### src/rtl/ss_sequencer.sv
// Save-state sequencer: streams the mapper ss register window out to the host (save)
// or from the host into the mapper (load), with every bus access paced by m2 falling edges.
module ss_sequencer #(
    parameter int unsigned REG_CNT     = 128,
    parameter int unsigned SYNC_STAGES = 2,
    parameter int unsigned M2_TIMEOUT  = 4096
) (
    input  logic       clk,
    input  logic       rst,
    input  logic       m2,
    input  logic       cmd_save,
    input  logic       cmd_load,
    input  logic       abort,
    output logic       busy,
    output logic       done,
    output logic       err,
    output logic [7:0] out_dat,
    output logic       out_valid,
    input  logic       out_ready,
    input  logic [7:0] in_dat,
    input  logic       in_valid,
    output logic       in_ready,
    output logic       ss_act,
    output logic       ss_we,
    output logic [7:0] ss_addr,
    output logic [7:0] ss_wdat,
    input  logic [7:0] ss_rdat
);
    localparam int unsigned ADDR_W = 8;
    localparam int unsigned DAT_W  = 8;
    localparam int unsigned CNT_W  = $clog2(M2_TIMEOUT + 1);
    localparam logic [ADDR_W-1:0] LAST_ADDR = ADDR_W'(REG_CNT - 1);
    localparam logic [CNT_W-1:0]  CNT_LAST  = CNT_W'(M2_TIMEOUT - 1);

    typedef enum logic [2:0] {
        IDLE    = 3'd0,
        ALIGN   = 3'd1,
        RD_WAIT = 3'd2,
        RD_OUT  = 3'd3,
        LD_IN   = 3'd4,
        WR_ARM  = 3'd5,
        WR_HOLD = 3'd6,
        FIN     = 3'd7
    } state_e;

    state_e                  state_q, state_d;
    logic                    mode_save_q, mode_save_d;
    logic [SYNC_STAGES-1:0]  sync_q, sync_d;
    logic                    m2_prev_q, m2_prev_d;
    logic [CNT_W-1:0]        cnt_q, cnt_d;
    logic                    busy_q, busy_d;
    logic                    done_q, done_d;
    logic                    err_q, err_d;
    logic [DAT_W-1:0]        out_dat_q, out_dat_d;
    logic                    out_valid_q, out_valid_d;
    logic                    in_ready_q, in_ready_d;
    logic                    ss_act_q, ss_act_d;
    logic                    ss_we_q, ss_we_d;
    logic [ADDR_W-1:0]       ss_addr_q, ss_addr_d;
    logic [DAT_W-1:0]        ss_wdat_q, ss_wdat_d;

    logic fall_c;
    logic timed_c;
    logic timeout_c;
    logic last_c;

    assign fall_c  = m2_prev_q & ~sync_q[SYNC_STAGES-1];
    assign timed_c = (state_q == ALIGN) || (state_q == RD_WAIT) ||
                     (state_q == WR_ARM) || (state_q == WR_HOLD);
    assign timeout_c = timed_c && !fall_c && (cnt_q == CNT_LAST);
    assign last_c  = (ss_addr_q == LAST_ADDR);

    // Next-state and registered-output logic
    always_comb begin
        state_d     = state_q;
        mode_save_d = mode_save_q;
        sync_d      = {sync_q[SYNC_STAGES-2:0], m2};
        m2_prev_d   = sync_q[SYNC_STAGES-1];
        cnt_d       = cnt_q;
        busy_d      = busy_q;
        done_d      = 1'b0;
        err_d       = err_q;
        out_dat_d   = out_dat_q;
        out_valid_d = out_valid_q;
        in_ready_d  = in_ready_q;
        ss_act_d    = ss_act_q;
        ss_we_d     = ss_we_q;
        ss_addr_d   = ss_addr_q;
        ss_wdat_d   = ss_wdat_q;

        // Host stalls (RD_OUT, LD_IN) leave the watchdog frozen
        if (fall_c) begin
            cnt_d = '0;
        end else if (timed_c) begin
            cnt_d = cnt_q + CNT_W'(1);
        end

        unique case (state_q)
            IDLE: begin
                if (cmd_save || cmd_load) begin
                    mode_save_d = cmd_save;
                    state_d     = ALIGN;
                    busy_d      = 1'b1;
                    ss_act_d    = 1'b1;
                    ss_addr_d   = '0;
                    err_d       = 1'b0;
                    cnt_d       = '0;
                end
            end
            ALIGN: begin
                if (fall_c) begin
                    if (mode_save_q) begin
                        state_d = RD_WAIT;
                    end else begin
                        state_d    = LD_IN;
                        in_ready_d = 1'b1;
                    end
                end
            end
            RD_WAIT: begin
                if (fall_c) begin
                    out_dat_d   = ss_rdat;
                    out_valid_d = 1'b1;
                    state_d     = RD_OUT;
                end
            end
            RD_OUT: begin
                if (out_valid_q && out_ready) begin
                    out_valid_d = 1'b0;
                    if (last_c) begin
                        state_d = FIN;
                    end else begin
                        ss_addr_d = ss_addr_q + ADDR_W'(1);
                        state_d   = ALIGN;
                    end
                end
            end
            LD_IN: begin
                if (in_valid && in_ready_q) begin
                    ss_wdat_d  = in_dat;
                    in_ready_d = 1'b0;
                    state_d    = WR_ARM;
                end
            end
            WR_ARM: begin
                if (fall_c) begin
                    ss_we_d = 1'b1;
                    state_d = WR_HOLD;
                end
            end
            WR_HOLD: begin
                // Strobe drops first; address/data move one clk later
                if (ss_we_q) begin
                    if (fall_c) begin
                        ss_we_d = 1'b0;
                    end
                end else if (last_c) begin
                    state_d = FIN;
                end else begin
                    ss_addr_d = ss_addr_q + ADDR_W'(1);
                    state_d   = ALIGN;
                end
            end
            FIN: begin
                done_d    = 1'b1;
                busy_d    = 1'b0;
                ss_act_d  = 1'b0;
                ss_addr_d = '0;
                state_d   = IDLE;
            end
            default: begin
                state_d = IDLE;
            end
        endcase

        // Abort or watchdog expiry: drop the bus immediately, no done
        if ((state_q != IDLE) && (abort || timeout_c)) begin
            state_d     = IDLE;
            busy_d      = 1'b0;
            done_d      = 1'b0;
            ss_we_d     = 1'b0;
            ss_act_d    = 1'b0;
            out_valid_d = 1'b0;
            in_ready_d  = 1'b0;
            cnt_d       = '0;
            err_d       = err_q | timeout_c;
        end
    end

    always_ff @(posedge clk) begin
        if (rst) begin
            state_q     <= IDLE;
            mode_save_q <= 1'b0;
            sync_q      <= '0;
            m2_prev_q   <= 1'b0;
            cnt_q       <= '0;
            busy_q      <= 1'b0;
            done_q      <= 1'b0;
            err_q       <= 1'b0;
            out_dat_q   <= '0;
            out_valid_q <= 1'b0;
            in_ready_q  <= 1'b0;
            ss_act_q    <= 1'b0;
            ss_we_q     <= 1'b0;
            ss_addr_q   <= '0;
            ss_wdat_q   <= '0;
        end else begin
            state_q     <= state_d;
            mode_save_q <= mode_save_d;
            sync_q      <= sync_d;
            m2_prev_q   <= m2_prev_d;
            cnt_q       <= cnt_d;
            busy_q      <= busy_d;
            done_q      <= done_d;
            err_q       <= err_d;
            out_dat_q   <= out_dat_d;
            out_valid_q <= out_valid_d;
            in_ready_q  <= in_ready_d;
            ss_act_q    <= ss_act_d;
            ss_we_q     <= ss_we_d;
            ss_addr_q   <= ss_addr_d;
            ss_wdat_q   <= ss_wdat_d;
        end
    end

    assign busy      = busy_q;
    assign done      = done_q;
    assign err       = err_q;
    assign out_dat   = out_dat_q;
    assign out_valid = out_valid_q;
    assign in_ready  = in_ready_q;
    assign ss_act    = ss_act_q;
    assign ss_we     = ss_we_q;
    assign ss_addr   = ss_addr_q;
    assign ss_wdat   = ss_wdat_q;

endmodule

### config.mk
export PLATFORM = sky130hd
export DESIGN_NAME = ss_sequencer
export DESIGN_NICKNAME = d
export VERILOG_FILES = /design/src/rtl/ss_sequencer.sv
export SDC_FILE = /design/constraint.sdc
export NUM_CORES = 1
export LEC_CHECK = 0
export ABC_CLOCK_PERIOD_IN_PS = 2300
export BUFFER_PORTS_ARGS = -buffer_cell sky130_fd_sc_hd__buf_2
export CAP_MARGIN = 0
export CORE_UTILIZATION = 52
export CTS_CLUSTER_DIAMETER = 40
export CTS_CLUSTER_SIZE = 8
export DETAILED_ROUTE_END_ITERATION = 8
export PLACE_DENSITY = 0.8
export SETUP_SLACK_MARGIN = 0.02
export SKIP_LAST_GASP = 1
export SLEW_MARGIN = 20
export SYNTH_ARGS = -nofsm -noshare
export SYNTH_HDL_FRONTEND = slang
export SYNTH_SLANG_ARGS = --single-unit
### constraint.sdc
create_clock -name clk -period 2.3 [get_ports clk]
set_input_delay 0 -clock clk [delete_from_list [all_inputs] [get_ports clk]]
set_output_delay 0 -clock clk [all_outputs]
set_load 0.01 [all_outputs]
# == Word-level counts from Yosys, hierarchy flattened ==
# Cells that the tools add are included.
# totals
ff_bits,50
input_bits,24
elab_cells,102
output_inout_bits,31
# op_classes
bitwise,3
n_reduce_logical,31
n_eq_ne,17
addsub,2
n_mux,35
# ops
cell,count
13-bit two-way mux,4
8-bit two-way mux,4
8-bit case mux with 4 select lines,1
3-bit two-way mux,9
3-bit case mux with 8 select lines,1
"2-bit inequality test, second input constant",8
"13-bit by 1-bit adder with 13-bit output, second input constant",1
"13-bit by 12-bit == test with 1-bit output, second input constant",1
"3-bit == test, second input constant",4
1-bit two-way mux,12
2-bit AND reduction,6
2-bit nonzero test,6
"8-bit by 1-bit adder with 8-bit output, second input constant",1
"8-bit by 7-bit == test with 1-bit output, second input constant",1
1-bit case mux with 2 select lines,4
4-bit AND reduction,2
7-bit AND reduction,1
"3-bit by 2-bit == test with 1-bit output, second input constant",2
1-bit logical AND,5
1-bit logical OR,5
4-bit nonzero test,1
"3-bit by 1-bit == test with 1-bit output, second input constant",1
3-bit zero test,1
3-bit AND reduction,1
6 further kinds,6

# == Logic depth before layout (Yosys ltp) ==
# depth
word_depth,10
mapped_depth,8

# == Worst setup path after synthesis ==
# Ideal clock, no wire load.
# synth_timing
kind,reg-to-reg
from,register state_q[1]
to,register cnt_q[3]
stages_incl_launch_ff,8
setup_ns,0.064
arrival_ns,1.835
path_slack_ns,0.401
required_ns,2.236
path_cell_list,dfxtp_1 -> buf_6 -> or3_1 -> a221o_1 -> buf_6 -> or3_4 -> buf_6 -> nor2_1
# synth_between
elab_chain_cells,9
# synth_rtl
element,line,rtl
from (decl),46,"state_e state_q, state_d;"
from (signal assigned),208,state_q <= state_d;
"parallel branches: the longest is 9 deep, another holds 13-bit two-way mux",-,
to (signal assigned),212,cnt_q <= cnt_d;
to (decl),50,"logic [CNT_W-1:0] cnt_q, cnt_d;"
# Several ways; the timed one is not identified.
# A chain may end at the register's enable or synchronous reset.

# == Worst setup path after layout ==
# layout_timing
from,"register ss_addr_q[0], in the netlist ss_addr[0]"
to,"register ss_addr_q[3], in the netlist ss_addr[3]"
# layout_between
elab_chain_cells,4
# layout_rtl
element,line,rtl
from (decl),59,"logic [ADDR_W-1:0] ss_addr_q, ss_addr_d;"
from (signal assigned),221,ss_addr_q <= ss_addr_d;
8-bit by 1-bit adder with 8-bit output / 8-bit by 7-bit == test with 1-bit output (equally long branches),"133, 160, 71",
8-bit two-way mux *,"130, 157",
"8-bit two-way mux, on equally long branches","153, 128",
8-bit case mux with 4 select lines *,98,unique case (state_q)
# Every way passes the cells marked *; elsewhere a longest branch is shown, timed or not. The select of a mux whose other input is x is not followed.

==> impl_metrics.py <==
metrics = {
    "sta": {
        "rsz0062_at_grt": "no",
        "maxSlewViolCount": 0,
        "hold_viol": 0,
        "period_needed_ns": 1.95,
        "finalSetupTns_ns": 0,
        "post-route-period-util": 0.849,
        "fin_worst_skew_ns": 0.0112,
        "max_freq_ghz": 0.512,
        "relSlewSlack": 0.584,
        "max_slew.worst_pin.slew_ns": 0.621,
        "setup_violations": 0,
    },
    "worst_hold_path": {
        "hold_class": "input port to register",
        "hold_end": "mode_save_q",
        "hp-start": "cmd_load",
        "holdPathStages": 4,
    },
    "pwr": {
        "p_leak_nw": 1.17,
        "power_density_mw_per_mm2": 609,
        "ir_drop_v": 0.000482,
    },
    "die": {
        "start_util": 0.550,
        "die_y_um": 67.7,
        "die_w_um": 67.7,
        "core_mm2": 0.00409,
        "placement_rows": 23,
        "io_pins": 55,
        "die_area_mm2": 0.00459,
    },
    "cts": {
        "cts_made_buffers": 5,
        "tritoncts": "done",
        "cts_buffer_depth": 2,
        "cts_root_buffer": "clkbuf_8",
        "cts_num_sinks": 50,
        "clkLatencyLatePin_ns": 0.31,
        "post_cts.repair.setup_buffers": 0,
        "htreeDepth": 2,
        "cts.clk_slew.worst_paths_ns": 0.09,
    },
    "final_layout": {
        "num-nets-final": 359,
        "layout-drive-gt1-share": 0.234,
        "syn_to_final_growth_pct": 27.7,
        "diodes": 0,
        "postLayoutCellArea_mm2": 0.00287,
        "nFillCells": 299,
    },
    "status": {
        "status": "finished clean",
    },
    "critical_path": {
        "r2r_end": "ss_addr[3]",
        "critical-path-top-delay-family": "simple AND/OR/NAND/NOR gates",
        "reg2reg_from": "ss_addr[0]",
        "crit_arrival_ns": 2.19,
        "crit_slowest_cell": "or4_1",
        "worst-path-stages": 6,
        "critPathMaxFanout": 11,
        "worstPathBufferInverterCount": 0,
        "crit_type": "register to register",
        "path_cells": "ha_1 > and4_1 > nand2_1 > nand4_1 > or4_1 > a21oi_1",
        "rrSetupSlack_ns": 0.35,
        "cp-start-kind": "register",
        "max_stage_delay_ns": 0.42,
        "endpoint_kind": "register",
        "r2r_cells": 6,
        "crit_required_ns": 2.54,
    },
    "yosys": {
        "syn_area_mm2": 0.00225,
        "seq_area_frac_synth": 0.445,
        "postSynthCellCount": 259,
        "ys_warn_count": 0,
        "async_flop_share": 0,
        "synth_edf_count": 0,
        "avgSynthCellArea_um2": 8.68,
        "synth_top_area_frac": 0.445,
        "ys_types": 42,
        "synth_top_cell_by_area": "dfxtp_1",
        "ys.flop_type": "dfxtp_1",
        "synth-seq-cells": 50,
        "synth.top_cells.by_area": "dfxtp_1 45%, nor2_1 8.4%, mux2i_1 7.6%, a21oi_1 3.8%, nand2_1 3.3%",
        "syn_nets": 285,
    },
    "detailed_routing": {
        "drc": 0,
        "wl_per_cell_um": 13.6,
        "drtAntennaViolNets": 0,
        "dr.first_iter.drc_count": 92,
        "viasPerCell": 5.47,
        "vias": 2101,
        "dr.pass1.iters": 4,
        "drt-total-wl_mm": 5.24,
    },
    "placed_design": {
        "portBuffers": 54,
        "post-dp-hpwl_mm": 3.22,
        "gp_congestion": 0.895,
        "post_dp_cell_area_mm2": 0.00257,
    },
    "global_routing": {
        "grt_max_degree": 28,
        "gr-usage-all-layers": 0.243,
        "grt_pass1_wl_mm": 8.45,
        "antenna_found_initial": 0,
        "grt_overflow": 0,
        "grt_pass1_vias": 1943,
    },
    "flow_run": {
        "drv_cap": 0,
    },
}
==> where the power goes <==
part	internal [mW]	total, mW	switching, mW
Sequential	0.880	0.901	0.0216
Clock	0.326	0.620	0.294
Combinational	0.109	0.227	0.119
Total	1.31	1.75	0.434
==> layout by cell type (no fill, tap or decap), types with 7 or more instances in the layout <==
master	n
a21oi_1	17
a31oi_1	7
buf_2	54
buf_4	8
dfxtp_1	48
dlygate4sd3_1	18
mux2i_1	17
nand2_1	20
nor2_1	49
nor3_1	8
o21ai_0	12
xnor2_1	8
==> metrics by stage <==
step / power, mW / cells / setup slack [ns] / hold WS, ns / util
global placement: 1.11 / 358 / 0.295 / 0.213 / 0.629
CTS: 1.75 / 384 / 0.209 / 0.00793 / 0.701
global route: 1.82 / 384 / 0.180 / 0.0229 / 0.702
detailed placement: 1.12 / 358 / 0.237 / 0.213 / 0.629
floorplan: 1.06 / 259 / 0.401 / 0.128 / -
finish: 1.75 / 384 / 0.348 / 0.0107 / 0.702
==> flip-flops by register name (all words and copies together) (netlist names) <==
register     cells
cnt_q           13
out_dat          8
ss_addr          8
ss_wdat          8
state_q          3
sync_q           2
done             1
err              1
in_ready         1
m2_prev_q        1
mode_save_q      1
out_valid        1
ss_act           1
ss_we            1
==> layer usage <==
layer / up-vias / wire [µm] / GRT usage
met5: - / 0 / 0
met3: 5 / 252 / 0.0676
li1: 1060 / - / -
met4: 0 / 37 / 0.0452
met2: 55 / 2580 / 0.427
met1: 981 / 2360 / 0.293
==> worst reg2reg max path, delay by kind of cell (launching register included) <==
kind,cells,cell delay [ns]
and+or+nand+nor,4,1.09
AOI/OAI and AO/OA,1,0.15
adders and majority gates,1,0.27
DFF,1,0.38
==> repair_timing <==
action | in CTS | in global routing
endpoints found under the hold margin | 18 | 0
hold buffers | 18 | 0
resized for setup | 0 | 3
setup endpoints to repair | 0 | 1
==> kinds of logic after synthesis <==
family	after synthesis	share of synthesized area
AO/OA/AOI/OAI	51	0.140
XOR/XNOR	14	0.0546
adder cells (fa/ha/maj)	2	0.0111
buffers and inverters	15	0.0367
flip-flops	50	0.445
multiplexers	17	0.0757
AND/OR/NAND/NOR	110	0.237
==> synth_stat cells, drive strengths merged, types with 3 or more instances <==
cell     n
xnor2    8
xor2     6
a21oi   17
clkbuf   9
buf      4
nor2    50
nor3     8
nor2b    6
a41oi    3
nand3    6
o21ai   12
nand4    5
nand2   20
mux2i   17
dfxtp   50
and3b    3
a31oi    7
==> worst max path at each step <==
stage,start,slack [ns],end
after floorplan,state_q[1],0.40,cnt_q[3]
after global placement,state_q[2],0.29,ss_addr[3]
after detailed placement,state_q[2],0.24,ss_addr[3]
after CTS,state_q[2],0.21,ss_addr[3]
after global routing,state_q[0],0.18,ss_addr[3]
final,ss_addr[0],0.35,ss_addr[3]
==> final cells by class <==
type                       instances  area [µm²]  area share
tap                               50        62.6      0.0218
inverter                           2        7.51     0.00262
multi-input combinational        194        1170       0.409
timing repair buffer              80         510       0.178
clock inverter                     3        43.8      0.0153
sequential                        50        1000       0.350
clock buffer                       5        68.8      0.0240
Power figures use the tool's default switching activity.
